$ cat src/rtl/mul_tree_arb.sv
// mul_tree_arb: shares one mul_tree_bf16 between NREQ requesters.
// Round-robin grants issue one operand set per cycle into the tree. A mode
// change waits for the pipeline to drain before the tree mode register
// moves. An in-order tag FIFO routes each tree result back to its owner.
module mul_tree_arb #(
  parameter int NREQ    = 4,
  parameter int DW      = 16,
  parameter int IW      = 32,
  parameter int MAX_OUT = 8
) (
  input  logic                   clk,
  input  logic                   rst,
  input  logic [NREQ-1:0]        req_valid,
  output logic [NREQ-1:0]        req_ready,
  input  logic [NREQ*4*IW-1:0]   req_ins,
  input  logic [NREQ*2-1:0]      req_mode,
  output logic [4*IW-1:0]        mul_ins,
  output logic                   mul_stb,
  output logic [1:0]             mode,
  input  logic [4*DW-1:0]        tree_outputs,
  input  logic [3:0]             tree_stbs,
  output logic [NREQ-1:0]        rsp_valid,
  output logic [4*DW-1:0]        rsp_data,
  output logic [3:0]             rsp_lanes,
  output logic                   busy,
  output logic                   err_orphan
);

  localparam int TW = (NREQ > 1) ? $clog2(NREQ) : 1;
  localparam int CW = $clog2(MAX_OUT + 1);
  localparam int AW = (MAX_OUT > 1) ? $clog2(MAX_OUT) : 1;
  localparam logic [NREQ-1:0] ONE_S = {{(NREQ-1){1'b0}}, 1'b1};

  typedef enum logic [1:0] {
    ST_ISSUE  = 2'd0,
    ST_DRAIN  = 2'd1,
    ST_SWITCH = 2'd2
  } state_t;

  state_t            state_r, state_next_s;
  logic [TW-1:0]     ptr_r;
  logic [TW-1:0]     lock_r, lock_next_s;
  logic              first_r;
  logic [CW-1:0]     out_r, out_next_s;
  logic [AW-1:0]     wr_r, rd_r;
  logic [TW-1:0]     tag_mem_r [MAX_OUT];
  logic [1:0]        mode_r;
  logic [4*IW-1:0]   mul_ins_r;
  logic              mul_stb_r;
  logic [NREQ-1:0]   rsp_valid_r;
  logic [4*DW-1:0]   rsp_data_r;
  logic [3:0]        rsp_lanes_r;
  logic              busy_r;
  logic              err_orphan_r;

  logic [TW-1:0]     scan_idx_s;
  logic [TW-1:0]     cand_s;
  logic              found_s;
  logic              lock_hit_s;
  logic [1:0]        cand_mode_s;
  logic              mode_ok_s;
  logic              room_s;
  logic              hs_s;
  logic              ret_s;
  logic              orphan_s;

  // Pick the round-robin candidate; right after a mode switch the locked requester wins.
  always_comb begin
    found_s    = 1'b0;
    cand_s     = ptr_r;
    scan_idx_s = ptr_r;
    for (int k = 1; k <= NREQ; k++) begin
      scan_idx_s = TW'((int'(ptr_r) + k) % NREQ);
      cand_s     = (req_valid[scan_idx_s] && !found_s) ? scan_idx_s : cand_s;
      found_s    = found_s | req_valid[scan_idx_s];
    end
    lock_hit_s  = first_r & req_valid[lock_r];
    cand_s      = lock_hit_s ? lock_r : cand_s;
    found_s     = found_s | lock_hit_s;
    cand_mode_s = req_mode[int'(cand_s)*2 +: 2];
  end

  // Grant, retire and outstanding-count decisions for this cycle.
  always_comb begin
    mode_ok_s  = (cand_mode_s == mode_r);
    room_s     = (out_r < CW'(MAX_OUT));
    hs_s       = (state_r == ST_ISSUE) && found_s && mode_ok_s && room_s;
    ret_s      = (tree_stbs != 4'b0000) && (out_r != {CW{1'b0}});
    orphan_s   = (tree_stbs != 4'b0000) && (out_r == {CW{1'b0}});
    out_next_s = out_r + CW'(hs_s) - CW'(ret_s);
    if (hs_s) begin
      req_ready = ONE_S << cand_s;
    end else begin
      req_ready = {NREQ{1'b0}};
    end
  end

  // Next-state logic: a mode mismatch drains the pipeline, then one switch cycle.
  always_comb begin
    state_next_s = state_r;
    lock_next_s  = lock_r;
    case (state_r)
      ST_ISSUE: begin
        if (found_s && !mode_ok_s) begin
          state_next_s = ST_DRAIN;
          lock_next_s  = cand_s;
        end else begin
          state_next_s = ST_ISSUE;
        end
      end
      ST_DRAIN: begin
        if (out_next_s == {CW{1'b0}}) begin
          state_next_s = ST_SWITCH;
        end else begin
          state_next_s = ST_DRAIN;
        end
      end
      ST_SWITCH: state_next_s = ST_ISSUE;
      default:   state_next_s = ST_ISSUE;
    endcase
  end

  // Control state: FSM, RR pointer, outstanding count, tag FIFO and mode register.
  always_ff @(posedge clk) begin
    if (rst) begin
      state_r      <= ST_ISSUE;
      ptr_r        <= TW'(NREQ - 1);
      lock_r       <= {TW{1'b0}};
      first_r      <= 1'b0;
      out_r        <= {CW{1'b0}};
      wr_r         <= {AW{1'b0}};
      rd_r         <= {AW{1'b0}};
      mode_r       <= 2'b00;
      busy_r       <= 1'b0;
      err_orphan_r <= 1'b0;
      for (int i = 0; i < MAX_OUT; i++) begin
        tag_mem_r[i] <= {TW{1'b0}};
      end
    end else begin
      state_r <= state_next_s;
      lock_r  <= lock_next_s;
      first_r <= (state_r == ST_SWITCH);
      out_r   <= out_next_s;
      busy_r  <= (out_next_s != {CW{1'b0}}) || (state_next_s != ST_ISSUE);
      if (hs_s) begin
        ptr_r           <= cand_s;
        tag_mem_r[wr_r] <= cand_s;
        wr_r            <= wr_r + AW'(1);
      end
      if (ret_s) begin
        rd_r <= rd_r + AW'(1);
      end
      if (state_r == ST_SWITCH) begin
        mode_r <= req_mode[int'(lock_r)*2 +: 2];
      end
      if (orphan_s) begin
        err_orphan_r <= 1'b1;
      end
    end
  end

  // Datapath registers: operand issue toward the tree and result return to requesters.
  always_ff @(posedge clk) begin
    if (rst) begin
      mul_ins_r   <= {(4*IW){1'b0}};
      mul_stb_r   <= 1'b0;
      rsp_valid_r <= {NREQ{1'b0}};
      rsp_data_r  <= {(4*DW){1'b0}};
      rsp_lanes_r <= 4'b0000;
    end else begin
      mul_stb_r <= hs_s;
      if (hs_s) begin
        mul_ins_r <= req_ins[int'(cand_s)*4*IW +: 4*IW];
      end
      if (ret_s) begin
        rsp_valid_r <= ONE_S << tag_mem_r[rd_r];
        rsp_data_r  <= tree_outputs;
        rsp_lanes_r <= tree_stbs;
      end else begin
        rsp_valid_r <= {NREQ{1'b0}};
      end
    end
  end

  assign mul_ins    = mul_ins_r;
  assign mul_stb    = mul_stb_r;
  assign mode       = mode_r;
  assign rsp_valid  = rsp_valid_r;
  assign rsp_data   = rsp_data_r;
  assign rsp_lanes  = rsp_lanes_r;
  assign busy       = busy_r;
  assign err_orphan = err_orphan_r;

endmodule

$ cat config.mk
export PLATFORM = sky130hd
export DESIGN_NAME = mul_tree_arb
export DESIGN_NICKNAME = d
export VERILOG_FILES = /design/src/rtl/mul_tree_arb.sv
export SDC_FILE = /design/constraint.sdc
export NUM_CORES = 1
export LEC_CHECK = 0
export ABC_CLOCK_PERIOD_IN_PS = 10150
export BUFFER_PORTS_ARGS = -buffer_cell sky130_fd_sc_hd__buf_4
export CAP_MARGIN = 10
export CORE_AREA = 10 10 305 307
export DETAILED_ROUTE_END_ITERATION = 10
export DIE_AREA = 0 0 315 317
export PLACE_DENSITY_LB_ADDON = 0.08
export SKIP_LAST_GASP = 1
export SLEW_MARGIN = 15
export SYNTH_ARGS = -nofsm -noshare
export SYNTH_HDL_FRONTEND = slang
export SYNTH_SLANG_ARGS = --single-unit
$ cat constraint.sdc
create_clock -name clk -period 10.15 [get_ports clk]
set_input_delay 0.5075 -clock clk [delete_from_list [all_inputs] [get_ports clk]]
set_output_delay 0.5075 -clock clk [all_outputs]
set_load 0.1 [all_outputs]
# [Yosys cells after proc, flatten, opt, wreduce, memory -nomap -nowiden]
# Memories as Yosys holds them, arrays and structs flattened. A register that Yosys moved wholly into a read port is not among the register bits.
# Index checks and enable logic that the tools add are counted.
[word_totals] input_bits=594 regBits=222 word_cells=97 output_inout_bits=209 ramBits=16 memories=1
[memory_table] name="tag_mem_r" words=8 width=2 read_ports=1 rd_clocked_by_memory_dff=1 wr=8 line_no="46" text="logic [TW-1:0] tag_mem_r [MAX_OUT];"
[op_classes] add_sub_neg=8 bitwise_logic=6 shifts=5 order_cmp=6 mux=29 reduce_logical=24 n_eq_ne=3
[op_table] op="$shiftx A512 B10 Y128" n=1
[op_table] op="$shiftx A8 B4 Y2" n=2
[op_table] op="$lt A2 B3 Y1 const B" n=5
[op_table] op="$mux W2" n=7
[op_table] op="$mux W1" n=12
[op_table] op="$reduce_bool A4 Y1" n=3
[op_table] op="$bmux W1 S2" n=5
[op_table] op="$logic_and A1 B1 Y1" n=9
[op_table] op="$mux W3" n=3
[op_table] op="$logic_not A4 Y1" n=2
[op_table] op="$shl A1 B2 Y4 const A" n=2
[op_table] op="$add A3 B1 Y3 const B" n=2
[op_table] op="$add A2 B1 Y2 const B" n=2
[op_table] op="$add A2 B2 Y2 const B" n=2
[op_table] op="$add A4 B1 Y4" n=1
[op_table] op="$logic_not A1 Y1" n=4
[op_table] op="$lt A4 B4 Y1 const B" n=1
[op_table] op="$mux W4" n=1
[op_table] op="$or A1 B1 Y1" n=4
[op_table] op="$pmux W2 S2" n=1
[op_table] op="$reduce_or A2 Y1" n=2
[op_table] op="$sub A4 B1 Y4" n=1
[op_table] op="$eq A2 B1 Y1 const B" n=1
[op_table] op="$eq A2 B2 Y1" n=1
[op_table] op="7 further kinds" n=7

# [Logic depth before layout (Yosys ltp)]
# Gate-level depths: netlist (run 1).
[logic_depth] word_depth=20 depth_mapped=21 depth_no_buf=17

# [Least setup slack after synthesis (run 1)]
# No wires, ideal clock.
[synth_path] path_kind="input -> output" from="input port req_valid[2]" to="output port req_ready[0]" path_buffers=3 setup_slack_ns=4.975 arrival_ns=4.667 cell_stages=12 required_ns=9.643 cell_sequence="or2_2 a21oi_1 o31ai_1 buf_2 a2111oi_2 or3_1 nand4_2 nor2_2 inv_2 buf_2 buf_2 nor3_1"
[synth_between] elab_chain_cells=13 elab_cells_between_ends=33 cone_classes="eq/ne: 1; shift: 2; mux: 16; bitwise: 5; reduce/logical: 9"
[synth_lines] element="start, declared" line_no="13" text="input logic [NREQ-1:0] req_valid,"
[synth_lines] element="$bmux W1 S2" line_no="74, 75"
[synth_lines] element="$mux W1 (not written as such)" line_no="74, 75"
[synth_lines] element="$logic_not A1 Y1 / $or A1 B1 Y1 (equally long branches)" line_no="74, 75"
[synth_lines] element="$logic_and A1 B1 Y1 (tied with other cells)" line_no="74" text="cand_s = (req_valid[scan_idx_s] && !found_s) ? scan_idx_s : cand_s;"
[synth_lines] element="$mux W2 (tied with other cells)" line_no="74"
[synth_lines] element="$mux W2 / $logic_and A1 B1 Y1 (equally long branches)" line_no="74"
[synth_lines] element="$mux W2" line_no="74"
[synth_lines] element="$mux W2" line_no="78" text="cand_s = lock_hit_s ? lock_r : cand_s;"
[synth_lines] element="$shiftx A8 B4 Y2" line_no="80" text="cand_mode_s = req_mode[int'(cand_s)*2 +: 2];"
[synth_lines] element="$eq A2 B2 Y1" line_no="85" text="mode_ok_s = (cand_mode_s == mode_r);"
[synth_lines] element="$logic_and A1 B1 Y1 (2 in a row)" line_no="87" text="hs_s = (state_r == ST_ISSUE) && found_s && mode_ok_s && room_s;"
[synth_lines] element="$mux W4 (*)" line_no="91" text="if (hs_s) begin"
[synth_lines] element="end, declared" line_no="14" text="output logic [NREQ-1:0] req_ready,"
# Mark *: on every way between the ends. The rest lies on a longest branch, timed or not. The select of a mux whose other input is x is not followed.

# [Worst setup path after layout (run 1)]
[layout_path] from="register lock_r[0]" to="register mul_ins_r[6], in the netlist mul_ins[6]"
[layout_between] elab_chain_cells=8 elab_cells_between_ends=11 cone_classes="eq/ne: 1; shift: 2; mux: 3; bitwise: 2; reduce/logical: 3"
[layout_lines] element="start, declared" line_no="42" text="logic [TW-1:0] lock_r, lock_next_s;"
[layout_lines] element="start signal, assigned" line_no="128" text="lock_r <= {TW{1'b0}};"
[layout_lines] element="start signal, assigned" line_no="141" text="lock_r <= lock_next_s;"
[layout_lines] element="branches (longest 8 deep; another with $shiftx A512 B10 Y128)"
[layout_lines] element="end signal, assigned" line_no="165" text="mul_ins_r <= {(4*IW){1'b0}};"
[layout_lines] element="end signal, assigned" line_no="173" text="mul_ins_r <= req_ins[int'(cand_s)*4*IW +: 4*IW];"
[layout_lines] element="end, declared" line_no="48" text="logic [4*IW-1:0] mul_ins_r;"
# Parallel ways; which one is timed is not known. The select of a mux whose other input is x is not followed.
# A chain may end at the register's enable or synchronous reset.

==> results of run 1 <==
power breakdown:
group / leakage (nW) / switching, mW / internal (mW) / total, mW
clock: 0.531 / 0.508 / 0.714 / 1.22
combinational: 6.77 / 3.03 / 1.09 / 4.11
sequential: 2.01 / 0.154 / 1.21 / 1.36
total: 9.31 / 3.69 / 3.01 / 6.69
worst min-delay path: stages:
cell	delay, ps
buf_4	110
nand2_1	40
a21oi_1	50
per-stage QoR:
stage	utilization	area, µm²	hold slack [ps]
global route	0.249	21600	163
detailed placement	0.236	20400	447
finish	0.249	21600	201
floorplan	-	13400	454
global placement	0.236	20400	442
CTS	0.249	21500	141
state kept, by name, summed over array words and instances (netlist names), named ones only:
name / count
mul_ins: 128
rsp_data: 64
tag_mem_r: 16
out_r: 4
rsp_lanes: 4
rsp_valid: 4
rd_r: 3
wr_r: 3
lock_r: 2
mode: 2
ptr_r: 2
state_r: 2
busy: 1
err_orphan: 1
first_r: 1
mul_stb: 1
synthesized netlist by cell type, types with 16 or more instances:
cell type,number,area (µm²)
a21oi_1,75,375
a31o_1,100,876
a31o_2,29,254
buf_2,39,195
clkbuf_1,101,379
dfxtp_1,225,4500
edfxtp_1,16,480
mux2_2,128,1440
mux2i_1,133,1330
nand2_1,278,1040
nor2_1,39,146
nor4_1,130,813
o21ai_0,135,676
kinds of logic after synthesis:
family / after synthesis
muxes: 268
AOI/OAI and AO/OA: 369
buffers and inverters: 166
adders and majority gates: 8
xor gates and xnor gates: 4
DFF: 241
and+or+nand+nor: 491
layout make-up:
cell class / count / area, µm² / share of cell area
clock inverter: 8 / 100 / 0.00464
sequential: 241 / 4980 / 0.231
antenna: 5 / 12.5 / 0.000580
tap: 1155 / 1450 / 0.0670
clock buffer: 53 / 1000 / 0.0466
inverter: 10 / 42.5 / 0.00197
timing repair buffer: 820 / 6160 / 0.286
multi-input combinational: 1140 / 7810 / 0.362
layer usage:
layer | track usage | wire length (µm) | vias up
met4 | 0.0316 | 1140 | 14
met5 | 0 | 100 | -
met2 | 0.282 | 42600 | 481
met1 | 0.180 | 33200 | 7040
met3 | 0.0594 | 7060 | 81
li1 | - | - | 7091
worst max-delay path by stage:
stage | from | to | slack (ps) | depth (start not counted)
floorplan | req_valid[2] | req_ready[0] | 4980 | 12
finish | lock_r[0] | mul_ins[6] | 4820 | 11
detailed placement | req_valid[1] | mul_ins[11] | 4680 | 12
global route | lock_r[0] | mul_ins[11] | 4370 | 11
global placement | req_valid[1] | mul_ins[6] | 4750 | 12
CTS | lock_r[0] | mul_ins[11] | 4690 | 11
==> run summary, run 1 <==
Status: complete, no violations
Syn nets: 2,149
Crit-path leading delay family: buffers and inverters
Placed cell count: 3,366
Post-synth EDFFs: 16
Critical path class: reg -> reg
CTS H-tree lvls: 2
Proportion of layout cells with a drive suffix above 1: 0.460
Largest family of logic cells by synthesized area: multiplexers
CP endpoint kind: flop
Minimum clock period after layout: 5330 ps
Fill cells: 9,614
Final setup TNS: 0 ps
Startpoint Class: flop
Post-synthesis simple-gate area fraction: 0.170
Setup violators final: 0
Reg2reg setup slack: 4820 ps
RSZ-0062 raised after global routing: no
Slew Viols, Final: 0
Async set or reset register ratio after synthesis: 0
Area grow syn2layout: 60.5%
Wirelength, routed: 84,100 µm
WHS Endpoint: rsp_data[33]
Initial antenna violation count: 16
Max VDD drop: 0.159 mV
Routed length per instance: 24.5 µm
Share of the clock period used by the worst path: 0.525
Layout Cells excl Fill: 3,432
Slew margin rel.: 0.233
Setup WS pre-CTS: 4680 ps
DRC viols: 0
Die area: 0.0999 mm²
Average via count per standard cell: 4.29
Gates resized, CTS repair: 0
Post-CTS Setup Bufs: 0
Crit-path max cell delay: 870 ps
Average size of a mapped cell: 8.69 µm²
Crit Path Max Fanout: 62
CTS tree: yes
CP dominant cell by count: buf_4
Hold_sp: tree_outputs[33]
Post-DP HPWL: 65,300 µm
Worst-path cell chain: mux2i_1 > nor3b_4 > o31ai_4 > buf_4 > buf_4 > buf_4 > buf_4 > mux2_2 > o21ai_0 > nor4_1 > a31o_2
Max-Cap Viols: 0
Dominant synthesized flop cell: dfxtp_1
First-pass GRT wire length: 118,000 µm
GRT Total Usage: 0.159
Xor/xnor share of the synthesized area: 0.00261
Pleak: 9.31 nW
Number of global-route vias before repair: 15,800
Clk buf depth: 3
Clock Latency Late Sink: 550 ps
Post-DRT Antenna Nets: 0
Clk Tree Root Cell: clkbuf_16
Final setup skew: 19.9 ps
Yosys reg bits: 241
YS warnings: 0
Fin nets: 2,851
Setup ws final: 4820 ps
Initial Utilization: 0.155
Reg-to-Reg Start: lock_r[0]
Synth unique cells: 53
IO Pins: 803
Die Y: 317 µm
CTS sink count: 241
Critical Path RT: 10,590 ps
Maximum clock rate: 0.188 GHz
Worst path slowest cell: buf_4
Post-synthesis sequential area ratio: 0.371
Final hold violation count: 0
Core area: 0.0866 mm²
Mapped Cells: 1,547
Worst-margin pin slew: 1150 ps
TritonRoute pass-1 iters: 5
CP bufs+invs: 4
Die X-Extent: 315 µm
Initial DRC Count: 633
Largest net degree at the start of global routing: 100
Post-synthesis cell area: 0.0134 mm²
Type of the tightest min-delay check: in -> reg
Total grt overflow: 0
Mux share of post-synthesis cell area: 0.217
CTS Buf Count: 36
Cts hold-fix bufs: 0
Vias: 14,700
Hold Path Depth: 3
Post-synthesis adder-cell area fraction: 0.00801
Commonest non-fill, non-tap cells in the layout: buf_4, nand2_1, dfxtp_1, o21ai_0, mux2i_1
Routability cong.: 0.819
CP arrival: 5770 ps
Most common cell after layout, fill and taps aside: buf_4
Site Rows: 108
Synth Area in Compound Gates: 0.180
CTS clk-pin slew, worst paths: 60 ps
R2R Path End: mul_ins[6]
R2R depth: 11
Total Power: 6.69 mW
IO Port Bufs: 802
PD cells: 310 mW/mm²
No activity file was read; power rests on OpenSTA's default activity.
==> run 2: changes to the inputs <==
ABC_CLOCK_PERIOD_IN_PS = 5300   (was 10150)
CORE_AREA = 10 10 300 302   (was 10 10 305 307)
DIE_AREA = 0 0 310 312   (was 0 0 315 317)
clock period = 5.3 ns   (was 10.15 ns; I/O delays follow)
==> run summary, run 2 (synthesized netlist as in run 1, its figures left out) <==
Average via count per standard cell: 4.31
Total grt overflow: 0
RSZ-0062 raised after global routing: no
Met3 WL: 8280 µm
Int Power: 6.02 mW
IO Port Bufs: 802
Most common cell after layout, fill and taps aside: buf_4
Crit-path leading delay family: simple AND/OR/NAND/NOR gates
Share of the clock period used by the worst path: 0.886
Worst-margin pin slew: 1010 ps
Core area: 0.0843 mm²
Final instance area: 0.0224 mm²
Sw frac: 0.540
CTS tree: yes
CTS clk-pin slew, worst paths: 60 ps
CP endpoint kind: output pin
Worst-path cell chain: mux2i_1 > nor3b_4 > o31ai_4 > a2111oi_0 > or3_1 > nand4_4 > nor2_2 > inv_4 > buf_4 > nor3_1 > buf_4
Fin nets: 2,920
Max reg flops: 128
Routability cong.: 0.802
Die X-Extent: 310 µm
Max VDD drop: 0.417 mV
Layout Cells excl Fill: 3,449
Fill cells: 9,215
Routed length per instance: 23.4 µm
PD cells: 585 mW/mm²
Die area: 0.0967 mm²
Commonest non-fill, non-tap cells in the layout: buf_4, nand2_1, dfxtp_1, o21ai_0, mux2i_1
Max-Cap Viols: 0
CTS sink count: 241
Psw: 7.08 mW
First-pass GRT wire length: 114,000 µm
GRT Total Usage: 0.158
Initial Utilization: 0.159
DRC viols: 0
Clock Latency Late Sink: 540 ps
Startpoint Class: flop
Setup WS pre-CTS: 507 ps
Wirelength, routed: 80,800 µm
Post-CTS Setup Bufs: 0
Initial DRC Count: 642
Minimum clock period after layout: 4690 ps
Placed cell count: 3,302
Slew Viols, Final: 0
Crit-path max cell delay: 560 ps
Met2 wire length: 41,300 µm
Critical path class: reg -> out
Post-DP HPWL: 62,900 µm
Dpl cell area: 0.0204 mm²
Maximum clock rate: 0.213 GHz
Clk buf depth: 3
Combinational fraction of design power: 0.611
Highest metal used: met5
Site Rows: 107
Slew margin rel.: 0.330
Status: complete, no violations
Setup ws final: 605 ps
CTS H-tree lvls: 2
Initial antenna violation count: 20
CTS Buf Count: 36
Crit Path Max Fanout: 68
TritonRoute pass-1 iters: 5
Total Power: 13.1 mW
CP bufs+invs: 3
Post-DRT Antenna Nets: 0
Area grow syn2layout: 66.7%
Post-layout util: 0.266
Clk Tree Root Cell: clkbuf_16
Die Y: 312 µm
Critical Path RT: 5040 ps
M1 wire length: 29,700 µm
Pleak: 9.71 nW
Number of global-route vias before repair: 16,300
CP dominant cell by count: buf_4
Type of the tightest min-delay check: in -> reg
Final setup skew: 27.8 ps
Vias: 14,900
Setup violators final: 0
CP arrival: 4430 ps
Clk pwr share: 0.191
Final hold violation count: 0
Hold_ws: 226 ps
Worst path slowest cell: a2111oi_0
Sequential power share: 0.199
Proportion of layout cells with a drive suffix above 1: 0.450
Largest net degree at the start of global routing: 122
Final setup TNS: 0 ps
IO Pins: 803
## run 2: power by group through the flow
stage	logic [mW]	clock network, mW	registers, mW
floorplan	2.88	0	5.51
global placement	8.10	0	2.63
detailed placement	8.10	0	2.64
CTS	8.15	2.61	2.61
global route	8.51	2.68	2.67
finish	8.00	2.50	2.60
## run 2: final cells by class
cell class / instances / area, µm² / share of cell area
clock buffers: 55 / 1120 / 0.0498
flip-flops and latches: 241 / 4980 / 0.223
diodes: 13 / 32.5 / 0.00145
clock inverters: 11 / 120 / 0.00536
inverters: 10 / 42.5 / 0.00190
well taps: 1090 / 1360 / 0.0609
multi-input cells: 1140 / 7820 / 0.349
repair buffers: 889 / 6930 / 0.309
## run 2: layer usage
layer	GRT usage	up-vias
li1	-	7258
met1	0.167	7010
met2	0.283	492
met3	0.0690	82
met4	0.0432	8
met5	0	-
## run 2: what timing repair did
action / in CTS / in global routing
hold endpoints to repair: 68 / 0
resized for setup: 0 / 1
endpoints found under the setup margin: 0 / 1
hold buffers: 68 / 0
## run 2: final timing paths
kind | from | to | slack (ps) | cells after the start
hold / removal | req_mode[6] | mode[0] | 230 | 4
setup / recovery | lock_r[0] | req_ready[1] | 610 | 11
setup reg to reg | lock_r[0] | mul_ins[127] | 710 | 11
hold reg to reg | rsp_data[33] | rsp_data[33] | 450 | 2
## run 2: worst register-to-register path, cell delays in order (launching register included)
cell,delay [ps]
dfxtp_1,530
mux2i_1,190
nor3b_4,450
o31ai_4,190
a2111oi_0,560
o21ai_0,280
nand4_4,340
nor2_2,100
inv_4,60
buf_4,690
buf_4,830
a31o_2,290
